**src/rtl/priority_encoder_if.sv**
```systemverilog
// ---------------------------------------------------------------------------
// priority_encoder_if : input/output handshake bundle for priority_encoder
// Revision 1.0
// ---------------------------------------------------------------------------
`default_nettype none

interface priority_encoder_if;
  logic       in_valid;
  logic       in_ready;
  logic [3:0] d;
  logic       out_valid;
  logic       out_ready;
  logic       a;
  logic       b;
  logic       none;
  logic       err;

  modport master (
    output in_valid, d, out_ready,
    input  in_ready, out_valid, a, b, none, err
  );

  modport slave (
    input  in_valid, d, out_ready,
    output in_ready, out_valid, a, b, none, err
  );
endinterface

`default_nettype wire

```
**src/rtl/priority_encoder.sv**
```systemverilog
// ---------------------------------------------------------------------------
// priority_encoder : registered 4-to-2 priority encoder, 2-entry output FIFO.
// Optional macro PRIORITY_ENCODER_ONEHOT_CHECK_EN enables multi-hot err flag.
// Revision 1.0
// ---------------------------------------------------------------------------
`default_nettype none

module priority_encoder (
  input wire logic          clk,
  input wire logic          rst_n,
  priority_encoder_if.slave bus
);

  typedef enum logic [1:0] {
    S_EMPTY = 2'd0,
    S_ONE   = 2'd1,
    S_FULL  = 2'd2
  } state_t;

  state_t     r_state;
  state_t     w_state_nxt;
  logic       r_live;
  logic [3:0] r_head;
  logic [3:0] r_tail;
  logic [3:0] w_entry;
  logic [1:0] w_code;
  logic       w_none;
  logic       w_err;
  logic       w_push;
  logic       w_pop;
  logic       w_in_ready;
  logic       w_out_valid;

  always_comb begin
    w_code = 2'b00;
    if (bus.d[3])      w_code = 2'b11;
    else if (bus.d[2]) w_code = 2'b10;
    else if (bus.d[1]) w_code = 2'b01;
  end

  assign w_none = (bus.d == 4'b0000);

`ifdef PRIORITY_ENCODER_ONEHOT_CHECK_EN
  // clearing the lowest set bit leaves something only for multi-hot words
  assign w_err = |(bus.d & (bus.d - 4'd1));
`else
  assign w_err = 1'b0;
`endif

  assign w_entry = {w_code, w_none, w_err};

  always_ff @(posedge clk or negedge rst_n) begin
    if (!rst_n) r_state <= S_EMPTY;
    else        r_state <= w_state_nxt;
  end

  always_comb begin
    w_state_nxt = r_state;
    w_in_ready  = 1'b0;
    w_out_valid = 1'b0;
    w_push      = 1'b0;
    w_pop       = 1'b0;
    case (r_state)
      S_EMPTY: w_in_ready = r_live;
      S_ONE: begin
        w_in_ready  = 1'b1;
        w_out_valid = 1'b1;
      end
      S_FULL:  w_out_valid = 1'b1;
      default: ;
    endcase
    w_push = bus.in_valid && w_in_ready;
    w_pop  = w_out_valid && bus.out_ready;
    case (r_state)
      S_EMPTY: if (w_push) w_state_nxt = S_ONE;
      S_ONE: begin
        if (w_push && !w_pop)      w_state_nxt = S_FULL;
        else if (w_pop && !w_push) w_state_nxt = S_EMPTY;
      end
      S_FULL:  if (w_pop) w_state_nxt = S_ONE;
      default: w_state_nxt = S_EMPTY;
    endcase
  end

  // r_live holds in_ready low until the first edge after reset release
  always_ff @(posedge clk or negedge rst_n) begin
    if (!rst_n) begin
      r_live <= 1'b0;
      r_head <= 4'b0000;
      r_tail <= 4'b0000;
    end else begin
      r_live <= 1'b1;
      case (r_state)
        S_EMPTY: if (w_push) r_head <= w_entry;
        S_ONE: begin
          if (w_push && w_pop) r_head <= w_entry;
          else if (w_push)     r_tail <= w_entry;
        end
        S_FULL:  if (w_pop) r_head <= r_tail;
        default: ;
      endcase
    end
  end

  assign bus.in_ready  = w_in_ready;
  assign bus.out_valid = w_out_valid;
  assign {bus.a, bus.b, bus.none, bus.err} = w_out_valid ? r_head : 4'b0000;

endmodule

`default_nettype wire

```
**src/flat_wrapper.sv**
```systemverilog
// flat-port wrapper written by rule: the top's interface ports become plain ports
module priority_encoder_flat 
  (clk, rst_n, bus_in_valid, bus_d, bus_out_ready, bus_in_ready, bus_out_valid, bus_a, bus_b, bus_none, bus_err);
  priority_encoder_if bus_i ();
  input wire logic clk;
  input wire logic rst_n;
  input wire logic [$bits(bus_i.in_valid)-1:0] bus_in_valid;
  input wire logic [$bits(bus_i.d)-1:0] bus_d;
  input wire logic [$bits(bus_i.out_ready)-1:0] bus_out_ready;
  output wire logic [$bits(bus_i.in_ready)-1:0] bus_in_ready;
  output wire logic [$bits(bus_i.out_valid)-1:0] bus_out_valid;
  output wire logic [$bits(bus_i.a)-1:0] bus_a;
  output wire logic [$bits(bus_i.b)-1:0] bus_b;
  output wire logic [$bits(bus_i.none)-1:0] bus_none;
  output wire logic [$bits(bus_i.err)-1:0] bus_err;
  assign bus_i.in_valid = bus_in_valid;
  assign bus_i.d = bus_d;
  assign bus_i.out_ready = bus_out_ready;
  assign bus_in_ready = bus_i.in_ready;
  assign bus_out_valid = bus_i.out_valid;
  assign bus_a = bus_i.a;
  assign bus_b = bus_i.b;
  assign bus_none = bus_i.none;
  assign bus_err = bus_i.err;
  priority_encoder u_core (.clk(clk), .rst_n(rst_n), .bus(bus_i));
endmodule
```
**config.mk**
```make
export PLATFORM = sky130hd
export DESIGN_NAME = priority_encoder_flat
export DESIGN_NICKNAME = d
export VERILOG_FILES = /design/src/rtl/priority_encoder_if.sv /design/src/rtl/priority_encoder.sv /design/src/flat_wrapper.sv
export SDC_FILE = /design/constraint.sdc
export NUM_CORES = 1
export LEC_CHECK = 0
export ABC_CLOCK_PERIOD_IN_PS = 1570
export CAP_MARGIN = 30
export CORE_MARGIN = 1.5
export CORE_UTILIZATION = 30
export DETAILED_ROUTE_END_ITERATION = 10
export PLACE_DENSITY = 0.59
export SETUP_SLACK_MARGIN = 0.1
export SLEW_MARGIN = 30
export SYNTH_ARGS = -nofsm -noshare
export SYNTH_HDL_FRONTEND = slang
export SYNTH_SLANG_ARGS = --single-unit
```
**constraint.sdc**
```tcl
create_clock -name clk -period 1.57 [get_ports clk]
set_input_delay 0.471 -clock clk [delete_from_list [all_inputs] [get_ports clk]]
set_output_delay 0.471 -clock clk [all_outputs]
set_load 0.05 [all_outputs]
```
## Word level (Yosys, flattened, before mapping)

Cells that the tools add are included.

- Bits in registers: 10
- Bits in latches: 0
- RAM bits: 0
- Memory bits (read-only): 0
- Input port bits: 8
- Output and inout bits: 6
- Memories: 0

- Add/subtract/negate cells: 0
- $mul: 0
- Div/mod/pow operators: 0
- $lt $le $gt $ge: 0
- Eq/ne operators: 6
- Shift operators: 0
- Mux-type cells: 15
- Bitwise logic cells: 1
- Reductions and logical operators: 14

Operators with widths:

| kind | number |
|---|---|
| 4-bit two-way mux | 4 |
| 2-bit two-way mux | 6 |
| 4-bit case mux with 3 select lines | 1 |
| 2-bit by 1-bit != test with 1-bit output (second input constant) | 3 |
| 2-bit case mux with 3 select lines | 1 |
| 3-bit AND reduction | 2 |
| 1-bit logical AND | 5 |
| 4-bit zero test | 1 |
| 4-bit AND reduction | 1 |
| 3-bit by 1-bit != test with 1-bit output (second input constant) | 1 |
| 3-bit nonzero test | 1 |
| 2-bit by 1-bit equality test with 1-bit output (second input constant) | 1 |
| 2-bit equality test (second input constant) | 1 |
| 1-bit zero test | 2 |
| 2-bit zero test | 1 |
| 1-bit two-way mux | 2 |
| 1-bit case mux with 2 select lines | 1 |
| 2-bit OR reduction | 1 |
| 1-bit NOT | 1 |

## Depth between registers and ports, before layout

Gate-level depths: netlist of the first run.

- Word-level depth: 8
- Mapped depth: 6
- Mapped depth without buffers: 6

## Least setup slack after synthesis of the first run

OpenSTA, ideal clock, no wires.

- Kind: register to register
- Start point: register u_core.r_state[0]
- End point: register u_core.r_head[1]
- Setup time: 125 ps
- Data arrival time: 1801 ps
- Required time: 1445 ps
- Path slack: -356 ps
- Cell stages (with the launch flop): 7
- Path buffers: 0
- Period minus slack after synthesis: 1926 ps
- Cells stage by stage: dfrtp_1 inv_1 ha_1 nand2_2 a22oi_2 nand2_2 mux2_4

- Longest elaborated chain between the ends: 7
- Elaborated cells on any way between the ends: 15

Ends and longest elaborated chain:

| what | RTL line | text |
|---|---|---|
| start: declaration | priority_encoder.sv:20 | `state_t r_state;` |
| start signal: assignment | priority_encoder.sv:54 | `else r_state <= w_state_nxt;` |
| 2-bit by 1-bit equality test with 1-bit output / 2-bit equality test (equally long branches) | priority_encoder.sv:63 | `case (r_state)` |
| 2-bit OR reduction (no line) (*) | - |  |
| 1-bit two-way mux (*) | priority_encoder.sv:63 |  |
| named net bus_out_valid | flat_wrapper.sv:11 | `output wire logic [$bits(bus_i.out_valid)-1:0] bus_out_valid;` |
| 1-bit logical AND (*) | priority_encoder.sv:73 | `w_pop = w_out_valid && bus.out_ready;` |
| 1-bit logical AND | priority_encoder.sv:96 | `if (w_push && w_pop) r_head <= w_entry;` |
| 2-bit by 1-bit != test with 1-bit output (no line) | - |  |
| 4-bit AND reduction (no line) (*) | - |  |
| end signal: assignment | priority_encoder.sv:94 | `S_EMPTY: if (w_push) r_head <= w_entry;` |
| end signal: assignment | priority_encoder.sv:96 |  |
| end signal: assignment | priority_encoder.sv:99 | `S_FULL: if (w_pop) r_head <= r_tail;` |
| end: declaration | priority_encoder.sv:23 | `logic [3:0] r_head;` |

Mark *: on every way through the listed nets, which the timed path passes. The rest lies on a longest branch.
A chain may end at the register's enable or synchronous reset.

## Worst setup path after layout of the first run

- Start point: register u_core.r_state[0]
- End point: output port bus_a

- Longest elaborated chain between the ends: 4
- Elaborated cells on any way between the ends: 5

Ends and longest elaborated chain:

| what | RTL line | text |
|---|---|---|
| 2-bit by 1-bit equality test with 1-bit output / 2-bit equality test (equally long branches) | priority_encoder.sv:63 |  |
| 2-bit OR reduction (no line) (*) | - |  |
| 1-bit two-way mux (*) | priority_encoder.sv:63 |  |
| 4-bit two-way mux (*) | priority_encoder.sv:107 | `assign {bus.a, bus.b, bus.none, bus.err} = w_out_valid ? r_head : 4'b0000;` |
| end: declaration | flat_wrapper.sv:12 | `output wire logic [$bits(bus_i.a)-1:0] bus_a;` |

Mark *: on every way between the ends. The rest lies on a longest branch, timed or not.

==> key figures, run 1 <==
Run status
  – Outcome: finished with violations
  – Failing checks: setup timing

Route
  – DRT Wirelength: 1.11 mm
  – Vias post-DR: 464
  – First-pass DRT Iterations: 4
  – Drt first-iter violations: 7
  – Vias per cell: roughly 4.4
  – DRC: 0
  – ANT nets after route: 0
  – WL/cell: ~10 um

Placement
  – Global placer's final weighted congestion: 0.756
  – I/O Buffers: 12
  – Place WS: -0.270 ns
  – Post-DP HPWL: roughly 790 um

STA
  – Max Slew Vio Count: 0
  – Fin crit share: 110%
  – Endpoints failing hold: 0
  – Final Critical Period: 1.73 ns
  – Worst Skew: 0.00379 ns
  – Peak Freq: a little under 600 MHz
  – Setup slack after layout: -0.159 ns
  – Hold WS: approximately 0.49 ns
  – # setup viols final: 9
  – Unrepaired setup endpoints after global routing: yes

Die
  – Die area: between 2000 and 2500 um^2
  – IO Pins: 14
  – Initial Util: approximately a third
  – Die width: roughly 45 um
  – Rows: 15
  – Chip height: approximately 45 um
  – Core area: between 1500 and 2000 um^2

Logic synthesis
  – Synth Cell Area: 536 um^2
  – Yosys warning count: 0
  – Distinct cells, synth: 17
  – Yosys reg bits: 9
  – Mapped Cells: 56
  – Synth Net Count: 68
  – Average size of a mapped cell: around 9.6 um^2
  – Register area share after synthesis: between 40% and 50%

Worst setup path
  – CP Max Fanout: 5
  – Worst Path Required: 1.10 ns
  – Worst setup EP type: primary output
  – CP Launch Type: flip-flop
  – Critical path class: flip-flop to primary output
  – WP data arrival: approximately 1.3 ns

Layout
  – FILL cells: 158
  – Most frequent cells in the layout: dfrtp_1, nand2_1, buf_4
  – Most common cell after layout, fill and taps aside: dfrtp_1
  – Fin nets: between 90 and 100
  – Multi-input gate area: around 340 um^2
  – Ant diodes: 0
  – Share of post-route cells with drive strength above 1: between 40 and 50%
  – Seq. cell area: around 230 um^2
  – Area Overhead vs Synth: 65.7%

Clock network
  – Htree depth: 1
  – CTS clk-pin slew, worst paths: 0.06 ns
  – CTS tree: yes
  – CTS Buf Count: 3
  – Clock Sinks: 9
  – Root Buffer Master: clkbuf_4
  – Skew-Pair Late Insertion Delay: roughly 0.26 ns
  – Maximum clock path buffer count: 2

Run
  – Max cap viols: 0

Global route
  – First-pass GRT wire length: about 1.8 mm
  – Largest net degree at the start of global routing: 10
  – Vias in the first global route: 427
  – Tot GR Track Use: between 10 and 15%
  – Total gr overflow: 0
  – Antenna violations before repair: 0

Power and ir drop
  – Internal power: 1.25 mW
  – Sequential share of power: 17.8%
  – Leakage: roughly 0.4 nW
  – Worst VDD drop: approximately 1.2 mV
  – Comb power frac: approximately 74%
  – Switch share: 41.1%
  – Clock share of power: between 8 and 9%
  – Pwr/cell area: ~2400 nW/um^2
  – Switch Pwr: 0.871 mW

Min path
  – Worst Hold Class: flip-flop to flip-flop
sequential cells by signal, summed over array words and instances, names as in the netlist:
| register | flops |
|---|---|
| u_core.r_head | 3 |
| u_core.r_tail | 3 |
| u_core.r_state | 2 |
| u_core.r_live | 1 |
metrics by stage:
step	utilization (%)	area, um^2	TNS, ns	instances	total power, mW
after floorplan	-	559	-0.0430	56	1.22
after global placement	45.4	776	-1.22	95	1.73
after detailed placement	45.4	776	-1.34	95	1.74
after CTS	50.8	867	-0.949	105	2.06
after global routing	51.9	887	-1.73	106	2.26
final	51.9	887	-0.953	106	2.12
worst max-delay path, stage by stage (launching register included):
cell and delay, ns:
dfrtp_1 0.37, inv_2 0.06, ha_4 0.29, and2_4 0.15, buf_12 0.13
path summary, 6_finish.rpt:
| kind | cells past startpoint | endpoint | startpoint | slack (ns) |
|---|---|---|---|---|
| max in group asynchronous | 1 | u_core.r_tail[2] | rst_n | 0.72 |
| max reg2reg | 7 | u_core.r_head[3] | u_core.r_state[0] | -0.06 |
| min in group asynchronous | 1 | u_core.r_tail[1] | rst_n | 0.53 |
| min reg2reg | 2 | u_core.r_tail[3] | u_core.r_tail[3] | 0.49 |
| max | 4 | bus_a | u_core.r_state[0] | -0.16 |
| min | 2 | u_core.r_tail[3] | u_core.r_tail[3] | 0.49 |
layout make-up:
type	instances	share of cell area, %
Clock buffer	4	2.96
Sequential cell	9	25.4
Multi-Input combinational cell	42	37.9
Tap cell	25	3.53
Timing Repair Buffer	22	28.5
Inverter	4	1.69
cells in the mapped netlist:
cell | instances | area (um^2)
a22oi_2 | 1 | 12.5
o21bai_1 | 1 | 7.51
and2_2 | 3 | 22.5
a21oi_1 | 2 | 10.0
mux2i_1 | 2 | 20.0
inv_1 | 4 | 15.0
o21ai_0 | 8 | 40.0
mux2_4 | 3 | 45.0
conb_1 | 2 | 7.51
buf_4 | 1 | 7.51
dfrtp_1 | 9 | 225
nand3_1 | 2 | 10.0
ha_1 | 4 | 50.1
nand2_2 | 2 | 12.5
nor2_1 | 2 | 7.51
nand2_1 | 9 | 33.8
xnor2_1 | 1 | 8.76
metal layers:
layer / global-route usage (%) / wire length [um]
met1: 16.5 / 530
met2: 20.6 / 524
met3: 6.00 / 54
met4: 1.76 / 0
met5: 0 / 0
power by group through the flow:
stage	clock, mW	sequential (mW)	combinational, mW
after global routing	0.196	0.391	1.67
after CTS	0.184	0.377	1.50
after global placement	0	0.379	1.35
after detailed placement	0	0.386	1.35
after floorplan	0	0.369	0.849
final	0.171	0.378	1.57
cells by family (layout without fill, tap and decap cells):
kind of cell,after synthesis,count (layout),synth area share [%]
simple gates,18,18,16.1
compound gates,12,12,13.1
flops,9,9,42.1
mux,5,5,12.1
buf+inv,5,30,4.21
fa+ha+maj,4,4,9.35
other cells,2,2,1.40
xor+xnor,1,1,1.64
repair_timing:
| item | CTS | global route |
|---|---|---|
| endpoints found under the setup margin | 10 | 13 |
| hold buffers | 0 | 0 |
| gates resized for setup | 7 | 3 |
| hold endpoints to repair | 0 | 0 |
| pin swaps | 2 | 2 |
| setup buffers | 6 | 1 |
| gates cloned | 0 | 0 |
Power figures use the tool's default switching activity.
==> inputs of run 2 (changes only) <==
--- a/config.mk
+++ b/config.mk
@@ -11,7 +11,6 @@
 export CORE_UTILIZATION = 30
 export DETAILED_ROUTE_END_ITERATION = 10
 export PLACE_DENSITY = 0.59
-export SETUP_SLACK_MARGIN = 0.1
 export SLEW_MARGIN = 30
 export SYNTH_ARGS = -nofsm -noshare
 export SYNTH_HDL_FRONTEND = slang
==> run 2 against run 1 <==
Compared with the run above:
- the run still ends with setup timing left
- clock-buffer cell count is the same
- power shrank 1.5%
- clock skew grew 0.0080 ns
- largest cell class unchanged
- highest routed layer is now met4
- worst setup slack lost 0.014 ns
- maximum frequency shrank 0.79%
- core utilization grew 0.073 points
- routed wire length grew 5.4%
- die area is the same
- via count shrank 0.22%
==> key figures, run 2 (synthesis gave the netlist of run 1 again) <==
Run status
  – Outcome: finished with violations
  – Failing checks: setup timing

Global route
  – Largest net degree at the start of global routing: 10 (unchanged)
  – Vias in the first global route: 436 (+2.1%)
  – Antenna violations before repair: 0 (unchanged)
  – First-pass GRT wire length: 1.93 mm (+6.1%)
  – Tot GR Track Use: 14.1% (+1.1 points)
  – Total gr overflow: 0 (unchanged)

Worst setup path
  – Critical path class: flip-flop to primary output
  – CP Max Fanout: 5 (unchanged)
  – CP Launch Type: flip-flop
  – Worst Path Required: 1.10 ns (about the same)
  – Worst setup EP type: primary output
  – WP data arrival: 1.27 ns (about the same)

Clock network
  – CTS Hold Bufs: 0 (unchanged)
  – CTS Buf Count: 3 (unchanged)
  – CTS clk-pin slew, worst paths: 0.07 ns (about the same)
  – Htree depth: 1 (unchanged)
  – Root Buffer Master: clkbuf_4
  – Maximum clock path buffer count: 2 (unchanged)
  – Skew-Pair Late Insertion Delay: 0.27 ns (about the same)
  – CTS tree: yes
  – Clock Sinks: 9 (unchanged)

Route
  – ANT nets after route: 0 (unchanged)
  – Vias post-DR: 463 (-0.22%)
  – DRC: 0 (unchanged)
  – WL/cell: 11.1 um (+6.4%)
  – Vias per cell: 4.41 (+0.73%)
  – First-pass DRT Iterations: 3 (-1)
  – DRT Wirelength: 1.17 mm (+5.4%)
  – Drt first-iter violations: 5 (-2)

Placement
  – I/O Buffers: 12 (unchanged)
  – Placed Instances: 95 (unchanged)
  – Global placer's final weighted congestion: 0.743 (-1.7%)
  – Post-DP HPWL: 843 um (+7.3%)

STA
  – Final Critical Period: 1.74 ns (+0.0138 ns)
  – Setup slack after layout: -0.173 ns (-0.0138 ns)
  – Peak Freq: 574 MHz (-0.79%)
  – # setup viols final: 8 (-1)
  – Unrepaired setup endpoints after global routing: yes
  – Endpoints failing hold: 0 (unchanged)
  – Max Slew Vio Count: 0 (unchanged)
  – Fin crit share: 111% (+0.88 points)
  – Total negative slack: -1.10 ns (-0.143 ns)
  – Worst Skew: 0.0118 ns (+0.00801 ns)

Die
  – Initial Util: 31.4% (unchanged)
  – Die area: 2050 um^2 (unchanged)
  – IO Pins: 14 (unchanged)
  – Die width: 45.3 um (unchanged)
  – Chip height: 45.3 um (unchanged)
  – Rows: 15 (unchanged)
  – Core area: 1710 um^2 (unchanged)

Power and ir drop
  – Worst VDD drop: 0.899 mV (-24%)
  – Pwr/cell area: 2350 nW/um^2 (-1.6%)
  – Leakage: 0.409 nW (+0.49%)

Layout
  – Most common cell after layout, fill and taps aside: dfrtp_1
  – Share of post-route cells with drive strength above 1: 42.5% (-1.9 points)
  – Ant diodes: 0 (unchanged)
  – Area Overhead vs Synth: 65.9%
  – Largest registers: u_core.r_head (3), u_core.r_tail (3), u_core.r_state (2)
  – Fin nets: 93 (-1.1%)
  – Most frequent cells in the layout: dfrtp_1, nand2_1, buf_4
  – Final Non-Filler Cells: 105 (-0.94%)

Run
  – Max cap viols: 0 (unchanged)

Min path
  – Worst Hold Class: flip-flop to flip-flop
-- run 2: changes by cell type in the layout (fill, tap and decap cells not counted) --
| cell | previous run | this run |
|---|---|---|
| a21oi_1 | 1 | 2 |
| a21oi_2 | 1 | 0 |
| buf_12 | 5 | 6 |
| buf_6 | 2 | 0 |
| inv_2 | 3 | 2 |
| inv_4 | 0 | 1 |
| mux2i_1 | 1 | 2 |
| mux2i_2 | 1 | 0 |
| nand2_2 | 2 | 1 |
| nand2_4 | 1 | 2 |
| o21ai_1 | 2 | 1 |
| o21ai_2 | 0 | 1 |
-- run 2: what timing repair did --
item,4_1_cts,5_1_grt
pin swaps,1,0
setup endpoints to repair,7,11
gates resized for setup,8,5
setup buffers,6,0
-- run 2: per-layer routing --
layer	vias to the layer above	wire length (um)	share of wire, %	global-route usage (%)
li1	230	-	-	-
met1	211	482	41	15.4
met2	18	564	48	21.4
met3	4	99	8.5	8.40
met4	0	23	2.0	7.06
met5	-	0	0	0
-- run 2: area by class of cell --
cell class / count / area (um^2)
Fill cell: 152 / 820
Tap cell: 25 / 31.3
Inverter: 4 / 17.5
Timing Repair Buffer: 21 / 250
Clock buffer: 4 / 26.3
Multi-Input combinational cell: 42 / 338
Sequential cell: 9 / 225
-- run 2: report_power, final --
part | internal (mW) | switching [mW] | total [mW]
Combinational | 0.794 | 0.735 | 1.53
Sequential | 0.323 | 0.0523 | 0.375
Clock | 0.0980 | 0.0851 | 0.183
-- run 2: stage by stage --
stage          hold WS [ns]  setup WS [ns]  utilization (%)  power, mW  instance area [um^2]
6_report              0.491         -0.173             52.0       2.09                   888
5_1_grt               0.520         -0.229             52.0       2.21                   888
4_1_cts               0.498         -0.181             51.1       2.05                   872
3_5_place_dp          0.483         -0.254             45.1       1.68                   769
3_3_place_gp          0.465         -0.236             45.1       1.67                   769
2_1_floorplan         0.175        -0.0445                -       1.18                   553
-- run 2: path summary, 6_finish.rpt --
check                           cells past startpoint           endpoint              start  slack, ns
worst max-delay path                                4              bus_a  u_core.r_state[0]      -0.17
worst min-delay path                                2   u_core.r_tail[1]   u_core.r_tail[1]       0.49
worst max register to register                      7   u_core.r_head[2]  u_core.r_state[0]      -0.09
worst min register to register                      2   u_core.r_tail[1]   u_core.r_tail[1]       0.49
max in group asynchronous                           1   u_core.r_tail[1]              rst_n       0.75
min in group asynchronous                           1  u_core.r_state[0]              rst_n       0.51
-- run 2: critical path, cell delays in order (launching register included) --
cell and delay [ns]:
dfrtp_1 0.38, inv_2 0.06, ha_4 0.29, and2_4 0.15
buf_12 0.13
==> inputs of run 3 (changes only) <==
--- a/config.mk
+++ b/config.mk
@@ -10,7 +10,8 @@
 export CORE_MARGIN = 1.5
 export CORE_UTILIZATION = 30
 export DETAILED_ROUTE_END_ITERATION = 10
-export PLACE_DENSITY = 0.59
+export DONT_BUFFER_PORTS = 1
+export PLACE_DENSITY = 0.48
 export SLEW_MARGIN = 30
 export SYNTH_ARGS = -nofsm -noshare
 export SYNTH_HDL_FRONTEND = slang
==> run 3 against run 2 <==
Compared with the run above:
- the run still ends with setup timing left
- global-route usage shrank 1.0 points
- design area shrank 14%
- die area is the same
- non-clock buffer count shrank 7
- worst setup slack gained 0.042 ns
- critical path depth shrank 1
- clock-buffer cell count is the same
- power shrank 11%
- via count shrank 7.1%
==> key figures, run 3 (synthesis gave the netlist of run 1 again) <==
STA
  – Unrepaired setup endpoints after global routing: yes
  – Peak Freq: 588 MHz (+2.5%)
  – Final Critical Period: 1.70 ns (-0.0419 ns)
  – Total negative slack: -0.850 ns (+0.246 ns)
  – Fin crit share: 108% (-2.7 points)
  – Setup slack after layout: -0.131 ns (+0.0419 ns)
  – Max Slew Vio Count: 0 (unchanged)
  – # setup viols final: 10 (+2)
  – Worst Skew: 0.00145 ns (-0.0103 ns)
  – Endpoints failing hold: 0 (unchanged)

Power and ir drop
  – Pwr/cell area: 2430 nW/um^2 (+3.4%)
  – Leakage: 0.361 nW (-12%)
  – Worst VDD drop: 0.835 mV (-7.2%)
  – Power Total: 1.85 mW (-11%)

Clock network
  – Clock Sinks: 9 (unchanged)
  – Htree depth: 1 (unchanged)
  – Skew-Pair Late Insertion Delay: 0.26 ns (about the same)
  – CTS Buf Count: 3 (unchanged)
  – CTS tree: yes
  – Maximum clock path buffer count: 2 (unchanged)
  – Root Buffer Master: clkbuf_4
  – CTS clk-pin slew, worst paths: 0.06 ns (about the same)

Layout
  – Share of post-route cells with drive strength above 1: 45.2% (+2.7 points)
  – Most frequent cells in the layout: buf_4, dfrtp_1, nand2_1
  – Most common cell after layout, fill and taps aside: buf_4
  – Fin nets: 86 (-7.5%)
  – Largest registers: u_core.r_head (3), u_core.r_tail (3), u_core.r_state (2)
  – Ant diodes: 0 (unchanged)
  – Area Overhead vs Synth: 42.3%
  – Final Cell Area: 762 um^2 (-14%)

Placement
  – Placed Area: 619 um^2 (-20%)
  – Place WS: -0.0332 ns (+0.221 ns)
  – I/O Buffers: 0 (-12)
  – Global placer's final weighted congestion: 0.750 (+1.0%)
  – Post-DP HPWL: 759 um (-10%)

Min path
  – Hold EP: u_core.r_tail[2]
  – Hold path cells: 2 (unchanged)
  – Hold_sp: bus_d[3]
  – Worst Hold Class: input port to flip-flop

Die
  – Rows: 15 (unchanged)
  – Die width: 45.3 um (unchanged)
  – Chip height: 45.3 um (unchanged)
  – Core area: 1710 um^2 (unchanged)
  – IO Pins: 14 (unchanged)
  – Initial Util: 31.4% (unchanged)
  – Die area: 2050 um^2 (unchanged)

Run
  – Max cap viols: 0 (unchanged)

Route
  – First-pass DRT Iterations: 4 (+1)
  – ANT nets after route: 0 (unchanged)
  – Drt first-iter violations: 3 (-2)
  – DRC: 0 (unchanged)
  – DRT Wirelength: 1.06 mm (-9.2%)
  – WL/cell: 10.8 um (-2.8%)
  – Vias post-DR: 430 (-7.1%)
  – Vias per cell: 4.39 (-0.49%)

Global route
  – GRT met2 Usage: 20.0% (-1.4 points)
  – Total gr overflow: 0 (unchanged)
  – First-pass GRT wire length: 1.79 mm (-7.1%)
  – Largest net degree at the start of global routing: 10 (unchanged)
  – Antenna violations before repair: 0 (unchanged)
  – Vias in the first global route: 406 (-6.9%)
  – Met1 GRT Util: 14.7% (-0.64 points)
  – Tot GR Track Use: 13.0% (-1.0 points)
  – Grt peak-use layer: met2
  – GR Util met3: 6.40% (-2.0 points)

Worst setup path
  – Reg2Reg Launch Point: u_core.r_state[0]
  – Register-to-Register Setup Slack: -0.09 ns (about the same)
  – Worst path max stage delay: 0.38 ns (about the same)
  – Worst reg2reg endpoint: u_core.r_head[2]
  – Slowest cell on crit path: dfrtp_1
  – WP data arrival: 1.23 ns (-0.04 ns)
  – Critical path class: flip-flop to primary output
  – Worst Path Required: 1.10 ns (about the same)
  – CP Max Fanout: 6 (+1)
  – Worst setup EP type: primary output
  – CP Launch Point: u_core.r_state[0]
  – Crit-path cells: inv_2 > ha_4 > and2_4
  – Worst reg-to-reg path cell count: 7 (unchanged)
  – CP Launch Type: flip-flop
  – Critical path's top delay family: flip-flops
  – Buffers plus inverters on the worst setup path: 1 (-1)

Run status
  – Failing checks: setup timing
  – Outcome: finished with violations
[run 3: cell count changes in the layout (fill, tap and decap cells not counted)]
cell	previous run	this run
buf_12	6	1
buf_4	8	11
buf_6	0	1
clkdlybuf4s50_1	7	0
dlygate4sd3_1	0	1
o21ai_0	6	7
o21ai_1	1	0
[run 3: report_power, final]
part	leakage (nW)	switching, mW	internal, mW
clock network	0.0150	0.0768	0.0977
registers	0.110	0.0504	0.323
logic	0.236	0.694	0.610
[run 3: per-layer routing]
layer,routed length (um),vias up
li1,-,217
met1,484,200
met2,512,11
met3,43,2
met4,20,0
met5,0,-
[run 3: final cells by class]
class,count,area [um^2]
fill,165,946
multi-input combinational,42,338
sequential,9,225
timing repair buffer,14,124
tap,25,31.3
clock buffer,4,26.3
inverter,4,17.5
[run 3: worst max path at each step]
| stage | to | slack, ns | cells after the start |
|---|---|---|---|
| 5_1_grt | bus_b | -0.18 | 3 |
| 3_3_place_gp | u_core.r_state[0] | -0.05 | 6 |
| 2_1_floorplan | bus_a | -0.04 | 3 |
| 4_1_cts | bus_none | -0.14 | 3 |
| 3_5_place_dp | u_core.r_state[1] | -0.03 | 6 |
| 6_report | bus_none | -0.13 | 3 |
[run 3: repair_timing]
action,4_1_cts,5_1_grt
endpoints found under the setup margin,7,11
setup buffers,4,5
hold buffers,1,0
gates cloned,0,0
hold endpoints to repair,9,0
resized for setup,10,3
pin swaps,3,3
[run 3: per-stage QoR]
stage | hold WS [ns] | utilization (%) | std cells
6_report | 0.409 | 44.6 | 98
5_1_grt | 0.426 | 44.6 | 98
4_1_cts | 0.404 | 41.7 | 93
3_5_place_dp | 0.176 | 36.3 | 84
3_3_place_gp | 0.176 | 36.3 | 84
2_1_floorplan | 0.175 | - | 56
[run 3: worst reg2reg max path, stage by stage, from the launching register on]
cell	delay [ns]
dfrtp_1	0.38
inv_2	0.07
ha_4	0.29
buf_4	0.12
nand2_4	0.05
a22oi_2	0.21
nand2_2	0.12
mux2_4	0.31
